[src/rtl/multicycle_ctrl_pkg.sv]
// Shared encodings for the multicycle control FSM: state codes, opcodes and
// datapath mux/ALU selections.
package multicycle_ctrl_pkg;

    typedef logic [3:0] state_t;

    localparam state_t S_FETCH    = 4'd0;
    localparam state_t S_DECODE   = 4'd1;
    localparam state_t S_MEMADR   = 4'd2;
    localparam state_t S_MEMREAD  = 4'd3;
    localparam state_t S_MEMWB    = 4'd4;
    localparam state_t S_MEMWRITE = 4'd5;
    localparam state_t S_EXECR    = 4'd6;
    localparam state_t S_EXECI    = 4'd7;
    localparam state_t S_ALUWB    = 4'd8;
    localparam state_t S_BRANCH   = 4'd9;
    localparam state_t S_JAL      = 4'd10;
    localparam state_t S_JALR1    = 4'd11;
    localparam state_t S_JALR2    = 4'd12;

    localparam logic [6:0] OP_LOAD   = 7'b0000011;
    localparam logic [6:0] OP_STORE  = 7'b0100011;
    localparam logic [6:0] OP_RTYPE  = 7'b0110011;
    localparam logic [6:0] OP_ITYPE  = 7'b0010011;
    localparam logic [6:0] OP_BRANCH = 7'b1100011;
    localparam logic [6:0] OP_JAL    = 7'b1101111;
    localparam logic [6:0] OP_JALR   = 7'b1100111;

    localparam logic [1:0] SRCA_PC    = 2'b00;
    localparam logic [1:0] SRCA_OLDPC = 2'b01;
    localparam logic [1:0] SRCA_RS1   = 2'b10;

    localparam logic [1:0] SRCB_RS2  = 2'b00;
    localparam logic [1:0] SRCB_IMM  = 2'b01;
    localparam logic [1:0] SRCB_FOUR = 2'b10;

    localparam logic [1:0] RES_ALUOUT = 2'b00;
    localparam logic [1:0] RES_RDATA  = 2'b01;
    localparam logic [1:0] RES_ALURES = 2'b10;

    localparam logic [1:0] IMM_I = 2'b00;
    localparam logic [1:0] IMM_S = 2'b01;
    localparam logic [1:0] IMM_B = 2'b10;
    localparam logic [1:0] IMM_J = 2'b11;

    localparam logic [1:0] ALU_ADD   = 2'b00;
    localparam logic [1:0] ALU_SUB   = 2'b01;
    localparam logic [1:0] ALU_FUNCT = 2'b10;

endpackage

[src/rtl/multicycle_ctrl_imm_sel.sv]
// Opcode to immediate-format decode; shared by the DECODE and MEMADR states.
module imm_sel
    import multicycle_ctrl_pkg::*;
(
    input  logic [6:0] op_i,
    output logic [1:0] imm_src_o
);

    always_comb begin
        case (op_i)
            OP_BRANCH: imm_src_o = IMM_B;
            OP_JAL:    imm_src_o = IMM_J;
            OP_STORE:  imm_src_o = IMM_S;
            default:   imm_src_o = IMM_I;
        endcase
    end

endmodule

[src/rtl/multicycle_ctrl.sv]
// Multicycle RISC-V style control unit: Moore/Mealy FSM whose only storage is
// the state register; all controls decode from state plus Instr/Zero/MemReady.
module multicycle_ctrl
    import multicycle_ctrl_pkg::*;
#(
    parameter int D_WIDTH = 32
) (
    input  logic               clk,
    input  logic               rst,
    input  logic [D_WIDTH-1:0] Instr,
    input  logic               Zero,
    input  logic               MemReady,
    output logic               MemReq,
    output logic               PCWrite,
    output logic               IRWrite,
    output logic               RegWrite,
    output logic               MemWrite,
    output logic               AdrSrc,
    output logic [1:0]         ALUSrcA,
    output logic [1:0]         ALUSrcB,
    output logic [1:0]         ResultSrc,
    output logic [1:0]         ImmSrc,
    output logic [1:0]         ALUOp,
    output logic               InstrDone,
    output logic               IllegalInstr
);

    state_t     state_q, state_d;
    logic [6:0] opcode;
    logic [2:0] funct3;
    logic [1:0] imm_src;
    logic       unused_instr_bits;

    assign opcode            = Instr[6:0];
    assign funct3            = Instr[14:12];
    assign unused_instr_bits = ^{Instr[D_WIDTH-1:15], Instr[11:7]};

    imm_sel u_imm_sel (
        .op_i      (opcode),
        .imm_src_o (imm_src)
    );

    always_ff @(posedge clk) begin
        if (rst) state_q <= S_FETCH;
        else     state_q <= state_d;
    end

    always_comb begin
        state_d      = state_q;
        MemReq       = 1'b0;
        PCWrite      = 1'b0;
        IRWrite      = 1'b0;
        RegWrite     = 1'b0;
        MemWrite     = 1'b0;
        AdrSrc       = 1'b0;
        ALUSrcA      = SRCA_PC;
        ALUSrcB      = SRCB_RS2;
        ResultSrc    = RES_ALUOUT;
        ImmSrc       = IMM_I;
        ALUOp        = ALU_ADD;
        InstrDone    = 1'b0;
        IllegalInstr = 1'b0;
        case (state_q)
            S_FETCH: begin
                MemReq = 1'b1;
                if (MemReady) begin
                    IRWrite   = 1'b1;
                    PCWrite   = 1'b1;
                    ALUSrcB   = SRCB_FOUR;
                    ResultSrc = RES_ALURES;
                    state_d   = S_DECODE;
                end
            end
            S_DECODE: begin
                ALUSrcA = SRCA_OLDPC;
                ALUSrcB = SRCB_IMM;
                ImmSrc  = imm_src;
                case (opcode)
                    OP_LOAD, OP_STORE: state_d = S_MEMADR;
                    OP_RTYPE:          state_d = S_EXECR;
                    OP_ITYPE:          state_d = S_EXECI;
                    OP_BRANCH:         state_d = S_BRANCH;
                    OP_JAL:            state_d = S_JAL;
                    OP_JALR:           state_d = S_JALR1;
                    default: begin
                        IllegalInstr = 1'b1;
                        state_d      = S_FETCH;
                    end
                endcase
            end
            S_MEMADR: begin
                ALUSrcA = SRCA_RS1;
                ALUSrcB = SRCB_IMM;
                ImmSrc  = imm_src;
                if (opcode == OP_LOAD)       state_d = S_MEMREAD;
                else if (opcode == OP_STORE) state_d = S_MEMWRITE;
                else                         state_d = S_FETCH;
            end
            S_MEMREAD: begin
                MemReq = 1'b1;
                AdrSrc = 1'b1;
                if (MemReady) state_d = S_MEMWB;
            end
            S_MEMWB: begin
                ResultSrc = RES_RDATA;
                RegWrite  = 1'b1;
                InstrDone = 1'b1;
                state_d   = S_FETCH;
            end
            S_MEMWRITE: begin
                MemReq   = 1'b1;
                MemWrite = 1'b1;
                AdrSrc   = 1'b1;
                if (MemReady) begin
                    InstrDone = 1'b1;
                    state_d   = S_FETCH;
                end
            end
            S_EXECR: begin
                ALUSrcA = SRCA_RS1;
                ALUOp   = ALU_FUNCT;
                state_d = S_ALUWB;
            end
            S_EXECI: begin
                ALUSrcA = SRCA_RS1;
                ALUSrcB = SRCB_IMM;
                state_d = S_ALUWB;
            end
            S_ALUWB: begin
                RegWrite  = 1'b1;
                InstrDone = 1'b1;
                state_d   = S_FETCH;
            end
            S_BRANCH: begin
                // funct3==001 (bne) inverts the sense of the zero flag
                ALUSrcA   = SRCA_RS1;
                ALUOp     = ALU_SUB;
                PCWrite   = Zero ^ (funct3 == 3'b001);
                InstrDone = 1'b1;
                state_d   = S_FETCH;
            end
            S_JAL, S_JALR2: begin
                ALUSrcA = SRCA_OLDPC;
                ALUSrcB = SRCB_FOUR;
                PCWrite = 1'b1;
                state_d = S_ALUWB;
            end
            S_JALR1: begin
                ALUSrcA = SRCA_RS1;
                ALUSrcB = SRCB_IMM;
                state_d = S_JALR2;
            end
            default: state_d = S_FETCH;
        endcase
        // Reset may land mid-instruction; keep every side effect quiet while it is held.
        if (rst) begin
            MemReq       = 1'b0;
            PCWrite      = 1'b0;
            IRWrite      = 1'b0;
            RegWrite     = 1'b0;
            MemWrite     = 1'b0;
            InstrDone    = 1'b0;
            IllegalInstr = 1'b0;
        end
    end

endmodule

[config.mk]
export PLATFORM = sky130hd
export DESIGN_NAME = multicycle_ctrl
export DESIGN_NICKNAME = d
export VERILOG_FILES = /design/src/rtl/multicycle_ctrl_pkg.sv /design/src/rtl/multicycle_ctrl_imm_sel.sv /design/src/rtl/multicycle_ctrl.sv
export SDC_FILE = /design/constraint.sdc
export NUM_CORES = 1
export LEC_CHECK = 0
export CAP_MARGIN = 25
export CORE_MARGIN = 4
export CORE_UTILIZATION = 30
export CTS_CLUSTER_SIZE = 10
export DETAILED_ROUTE_END_ITERATION = 8
export PLACE_DENSITY = 0.76
export RECOVER_POWER = 25
export SYNTH_ARGS = -nofsm -noshare
export SYNTH_HDL_FRONTEND = slang
export SYNTH_HIERARCHICAL = 1
export SYNTH_SLANG_ARGS = --single-unit
[constraint.sdc]
create_clock -name clk -period 1.47 [get_ports clk]
set_input_delay 0.147 -clock clk [delete_from_list [all_inputs] [get_ports clk]]
set_output_delay 0.147 -clock clk [all_outputs]
set_load 0.05 [all_outputs]
# Yosys cells after proc, flatten, opt, wreduce, memory -nomap -nowiden
# Index checks and enable logic that the tools add are counted.
# classes
div	0
n_lt_le_gt_ge	0
mul	0
n_addsub	0
eq_ne	23
n_reduce_logical	14
n_bitwise	1
muxes	31
shift	0
# ops
cell	count
4-bit one-hot mux with 7 select lines	1
4-bit one-hot mux with 6 select lines	1
7-bit equality test, second input constant	3
4-bit equality test, second input constant	5
4-bit by 3-bit equality test with 1-bit output, second input constant	4
1-bit two-way mux	15
7-bit by 6-bit equality test with 1-bit output, second input constant	2
4-bit two-way mux	3
2-bit one-hot mux with 2 select lines	3
2-bit one-hot mux with 3 select lines	2
2-bit OR reduction	5
3-bit OR reduction	3
4-bit by 2-bit equality test with 1-bit output, second input constant	2
4-bit OR reduction	2
7-bit by 2-bit equality test with 1-bit output, second input constant	1
7-bit by 5-bit equality test with 1-bit output, second input constant	1
7-bit OR reduction	1
3-bit two-way mux	2
2-bit != test, second input constant	3
5-bit OR reduction	1
4-bit by 1-bit equality test with 1-bit output, second input constant	1
4-bit logical NOT	1
2-bit two-way mux	2
3-bit by 1-bit equality test with 1-bit output, second input constant	1
other kinds (4)	4
# totals
memories	0
ramBits	0
ff_bits	4
mem_bits_ro	0
latchBits	0

# Depth between registers and ports, before layout
# Gate-level depths: netlist of run 1.
# logic_depth
depth_word	5
ltp_mapped	6
depth_no_buf	4

# Hierarchy
# The synthesis of run 1 kept the hierarchy.
# modules_own_cells
mod	area_each_um2	instances	seq_area_each_um2	cells_each
multicycle_ctrl	670.6	1	80.1	100
imm_sel	45.0	1	0.0	6

# Worst setup path after synthesis of run 1
# No wires, ideal clock.
# synth_timing
kind	reg2out
startpoint	register state_q[3]
endpoint	output port RegWrite
slack_ps	-938
arrival_ps	2261
path_stages_with_launch	5
n_path_buf	2
cell_sequence	dfxtp_1 > buf_6 > clkbuf_1 > xnor2_1 > nor4_1
# synth_between
elab_chain_len	4
# synth_rtl
item	line_no	text
start, declared	multicycle_ctrl.sv:28	state_t state_q, state_d;
start signal, assigned	multicycle_ctrl.sv:45	else state_q <= state_d;
4-bit equality test or 4-bit by 3-bit equality test with 1-bit output (tied branches)	multicycle_ctrl.sv:63	case (state_q)
2-bit OR reduction (no line) *	--	
1-bit two-way mux *	multicycle_ctrl.sv:63	
1-bit two-way mux *	multicycle_ctrl.sv:156	if (rst) begin
end, declared	multicycle_ctrl.sv:16	output logic RegWrite,
# Mark *: on every way between the ends. The rest lies on a longest branch, timed or not.

# Worst setup path in the final report of run 1
# layout_timing
startpoint	register state_q[1]
endpoint	output port PCWrite
# layout_between
elab_chain_len	4
# layout_rtl
item	line_no	text
4-bit equality test	multicycle_ctrl.sv:63	
2-bit OR reduction	--	
1-bit one-hot mux with 3 select lines *	multicycle_ctrl.sv:63	
1-bit two-way mux *	multicycle_ctrl.sv:156	
end, declared	multicycle_ctrl.sv:14	output logic PCWrite,
# Marks and branches as above.

==> results of run 1 <==
==> timing repair <==
item / in CTS / in global routing
setup endpoints to repair: 21 / 20
gates resized for setup: 52 / 28
pin swaps: 11 / 9
setup buffers: 8 / 6
==> per-layer routing <==
metal  vias to the layer above  track usage (%)  wire length [um]  share of wire (%)
met5                         -                0                 0                  0
met4                         0             17.5               277                6.0
met3                        38             5.52               291                6.3
met2                        90             48.8              2390                 52
met1                       632             24.6              1660                 36
li1                        536                -                 -                  -
==> final timing paths <==
path | cells after the start | slack [ps] | endpoint | start
max | 6 | -180 | PCWrite | state_q[1]
min | 4 | 380 | state_q[3] | Instr[1]
max reg2reg | 7 | -100 | state_q[0] | state_q[2]
min reg2reg | 3 | 770 | state_q[0] | state_q[3]
==> cells in the final DEF, fill, tap and decap left out, types with 3 or more instances in the layout <==
cell type and n:
buf_4 32, nand2_1 5, clkbuf_4 3, nor3_4 4, nor3_2 3, nor2b_4 3
dfxtp_4 4, clkdlybuf4s50_1 6, nand3b_1 4, dlygate4sd2_1 5, nand3_1 5, and3_4 4
buf_6 10, nand2b_4 4, buf_8 4, buf_12 17, xnor2_1 3
==> layout make-up <==
class                   instances  area (um2)  area share [%]
clock buffers                   3        22.5            1.17
inverters                       3        11.3           0.583
multi-input cells              90         887            45.9
flip-flops and latches          4        95.1            4.92
well taps                      28        35.0            1.81
repair buffers                 76         882            45.6
==> where the power goes <==
| group | internal [mW] | switching, mW |
|---|---|---|
| Sequential | 0.106 | 0.00547 |
| Combinational | 0.221 | 0.211 |
| Clock | 0.0922 | 0.0579 |
==> through the flow <==
stage / setup TNS, ps / setup slack, ps / std cells / power [mW]
after detailed placement: -1820 / -281 / 187 / 0.446
after global placement: -1160 / -219 / 187 / 0.438
after CTS: -879 / -102 / 198 / 0.629
after floorplan: -1270 / -418 / 106 / 0.269
after global routing: -2320 / -186 / 204 / 0.714
final: -1880 / -179 / 204 / 0.694
==> cell families after synthesis <==
| logic type | share of synthesized area [%] |
|---|---|
| buffers and inverters | 8.57 |
| XOR/XNOR | 6.12 |
| AND/OR/NAND/NOR | 50.4 |
| flip-flops | 11.2 |
| AO/OA/AOI/OAI | 23.8 |
==> worst max-delay path: cells and delay by family (launching register included) <==
kind,cells,cell delay (ps)
compound gates,2,360
flops,1,380
buf+inv,2,280
simple gates,2,220
==> impl_metrics.toml, run 1 <==
[grt]
grt_pass1_vias = 1303
antenna_found_initial = 0
grt_use_total_pct = 26.0
grt_max_degree = 12
grt-ovfl-total = 0
grt_pass1_wl_um = 6400

[clock_network]
cts_buffers = 3
cts_tree = "yes"
path_clk_slew_ps = 50
ctsHoldBuffers = 0
root_buffer = "clkbuf_4"
clock_sinks = 4
clk_latency_ps = 250
ctsHtreeMaxLevel = 1
clockBufferDepth = 2

[layout]
largest_register = "state_q"
area_delta_synth_final_pct = 170
nets = 214
post-route-util_pct = 86.6
drive_gt1_share_pct = 69.9
largest_reg_flops = 4
fin_area_mm2 = 0.00193
diodes = 0
largestRegisters = "state_q (4)"
nFillCells = 108

[floorplan]
die_x_um = 56.8
io_pins = 54
die_area_mm2 = 0.00323
start_util_pct = 32.0
coreArea_mm2 = 0.00223
die_y_um = 56.8
fp-row-count = 17

[logic_synthesis]
yosysSeqAreaShare_pct = 11.2
yosysTopAreaCell = "dfxtp_1"
synth_most_common_cell = "nor3_1"
synth_edf_count = 0
postSynthAreaPerCell_um2 = 6.75
synthDominantCellAreaShare_pct = 11.2
syn-num-nets = 142
synthCells = 106
ys_ff_latch = 4
ys.flop_type = "dfxtp_1"
synthTopCellsByArea = "dfxtp_1 (11%), nor3_1 (6.3%), xnor2_1 (4.9%), nand2b_1 (4.4%), nand3_1 (4.2%)"
yosys_warnings = 6
synthDistinctLibCells = 45
yosys-top-cells-count = "nor3_1 (9), nand2_1 (7), nand3_1 (6), nand2b_1 (5), nor2_1 (5)"
async_reset_ff_share_pct = 0
synth_area_um2 = 716

[drt]
drtIter0Drc = 67
wl_per_cell_um = 22.7
drtPass1Iterations = 4
finalWirelength_um = 4620
vias = 1296
ant_nets = 0
viasPerCell = 6.35
drc = 0

[hold_path]
hold_class = "in2reg"

[run]
drv_cap = 0

[placed_design]
dpl_cell_area_mm2 = 0.00149
place.gp.congestion = 0.892
dpl.hpwl_um = 2390
port_buffers = 31

[outcome]
status = "finished with violations"
violations = "setup timing"

[critical_path]
critical_path_class = "reg2out"
cpMaxStageDelayCell = "dfxtp_4"
critPathMaxFanout = 6
critical_path_arrival_ps = 1500
cp_slowest_stage_delay_ps = 380
cp.required_ps = 1320
worstSetupStartpointType = "flop"
cp-end-kind = "output pin"
crit_chain = "nor2_4 -> buf_4 -> nand2_1 -> a21oi_4 -> o21ba_4 -> buf_12"

[timing]
finalMaxSlewViolations = 0
hold_slack_ps = 383
setup-violations-final = 17
worst_slew_pin_slew_ps = 382
clock.fmax_ghz = 0.606
period_share_pct = 112
fin_crit_ps = 1650
fin_skew_ps = 14.3
finalHoldViolCount = 0
rsz0062_at_grt = "yes"
setup_ws_ps = -179
slew_headroom_pct = 74.5

[power]
leakage_nw = 0.757
powerDensity_mw_per_mm2 = 359
ir_drop_mv = 0.300
(Power assumes the default switching activity.)
==> run 2: changes to the inputs <==
--- a/config.mk
+++ b/config.mk
@@ -8,7 +8,7 @@
 export CAP_MARGIN = 25
 export CORE_MARGIN = 4
 export CORE_UTILIZATION = 30
-export CTS_CLUSTER_SIZE = 10
+export CTS_CLUSTER_SIZE = 28
 export DETAILED_ROUTE_END_ITERATION = 8
 export PLACE_DENSITY = 0.76
 export RECOVER_POWER = 25
==> results of run 2 <==
No change in the layout: final DEF, timing and power equal those of run 1.
==> RTL change, RTL diff (flow settings as in run 1) <==
Make the reset (`rst`) asynchronous in one clocked block.
--- a/src/rtl/multicycle_ctrl.sv
+++ b/src/rtl/multicycle_ctrl.sv
@@ -40,7 +40,7 @@
         .imm_src_o (imm_src)
     );
 
-    always_ff @(posedge clk) begin
+    always_ff @(posedge clk or posedge rst) begin
         if (rst) state_q <= S_FETCH;
         else     state_q <= state_d;
     end
Behaviour: differs if rst is asserted again (counterexample within 4 cycles, from zero or initial values and one cycle with rst high); with rst held inactive, the same outputs for 10 cycles.
==> RTL change against run 1 <==
The flow still finishes with violations (negative setup slack). Routed wire length up 4.6%. First-iteration DRC count fell by 25%. Die area fell by 0.44%. Synthesized area decreased by 0.52%. Via count grew 1.2%. Setup slack lost 270 ps. Cell area grew 2.8%. Synthesized cell count decreased by 2.8%. Sequential cell count stayed put.
Power is left out: it rests on default switching activity, and per cell area and clock period it moved more than threefold.
==> RTL change: results (changes against run 1) <==
[global_route]
grt_util_met1=0.262  ; +0.0162
grt_pass1_wl_mm=6.40  ; +0.11%
met3_usage=0.0414  ; -0.0138
grt_max_degree=13  ; +1
grt_usage=0.253  ; -0.00630
grt_pass1_vias=1331  ; +2.1%
globalRouteMet2Util=0.474  ; -0.0149

[route]
drt-total-wl_mm=4.84  ; +4.6%
wl_met1_mm=1.69  ; +1.7%
via_per_inst=6.24  ; -1.7%
dr_wl_met2_mm=2.33  ; -2.8%
wl_met3_um=458  ; +57%

[sta]
setup_viol=22  ; +5
skew_ps=26.7  ; +12.4 ps
slew_headroom=0.761  ; +0.0161
setup_slack_ps=-444  ; -265 ps

[critical_path]
critPathMaxStageDelay_ps=420  ; +40 ps
rr_worst_depth=4  ; -3
cp_data_arrival_time_ps=1770  ; +270 ps
crit_family=simple AND/OR/NAND/NOR gates
critPathMaxFanout=2  ; -4
critPathLaunch=state_q[3]
cp_slowest_cell=or3b_4
rrSetupSlack_ps=-270  ; -170 ps
r2r_start=state_q[0]

[synthesis]
synthTopCellsByArea=dfrtp_1 14%, a21oi_1 5.6%, nor2_1 5.3%
synthesis.nets=139  ; -2.1%
netlist.area_leader.share=0.141  ; +0.0287
synthTopCellsByCount=10 x nor2_1, 8 x a21oi_1, 7 x nor3_1, 6 x nand2_1, 6 x o21ai_0
synthCells=103  ; -2.8%
ys_seq_area_frac=0.141  ; +0.0287
synth_cell_types=41  ; -8.9%

[layout]
reg.largest.list=state_q x4
signal_buffers=84  ; +11%
layout.area.top_class=non-clock buffers
bufAreaShareNonClock=0.485  ; +0.0286
layout-drive-gt1-share=0.654  ; -0.0450
seq_share=0.0516  ; +0.00245
multi_input_cells=88  ; -2.2%
nNetsFinal=220  ; +2.8%
fillers=94  ; -13%
multi_input_area_share=0.429  ; -0.0301
clk_share=0.0113  ; -0.000316

[worst_hold_path]
hp-class=in -> async

[placed_design]
detailed_place_hpwl_mm=2.35  ; -1.5%
gp_congestion=0.838  ; -6.1%
port-buffer-count=31  ; unchanged

[status]
failed_checks=negative setup slack
status=finished, violations left

[clocking]
worstSkewPairLatency_ps=270  ; +20 ps

==> RTL change: cell families after synthesis <==
family	share of synthesized area
AO/OA/AOI/OAI	0.281
XOR/XNOR	0.0492
buffers and inverters	0.0721
flip-flops	0.141
multiplexers	0.0457
AND/OR/NAND/NOR	0.411
==> RTL change: metrics by stage <==
step | setup slack, ps | cell area [um^2] | cells | hold slack, ps | TNS (ps)
2_1_floorplan | -631 | 866 | 103 | -72.8 | -1210
3_3_place_gp | -431 | 1630 | 192 | 547 | -2180
3_5_place_dp | -438 | 1630 | 192 | 543 | -2630
4_1_cts | -370 | 1820 | 204 | 283 | -4900
5_1_grt | -510 | 1990 | 210 | 349 | -6590
6_report | -444 | 1990 | 210 | 301 | -5750
==> RTL change: what timing repair did <==
| item | in CTS | in global routing |
|---|---|---|
| setup buffers | 9 | 7 |
| setup endpoints to repair | 21 | 22 |
| cloned | 0 | 0 |
| gates resized for setup | 28 | 34 |
| hold buffers | 0 | 0 |
| pin swaps | 13 | 7 |
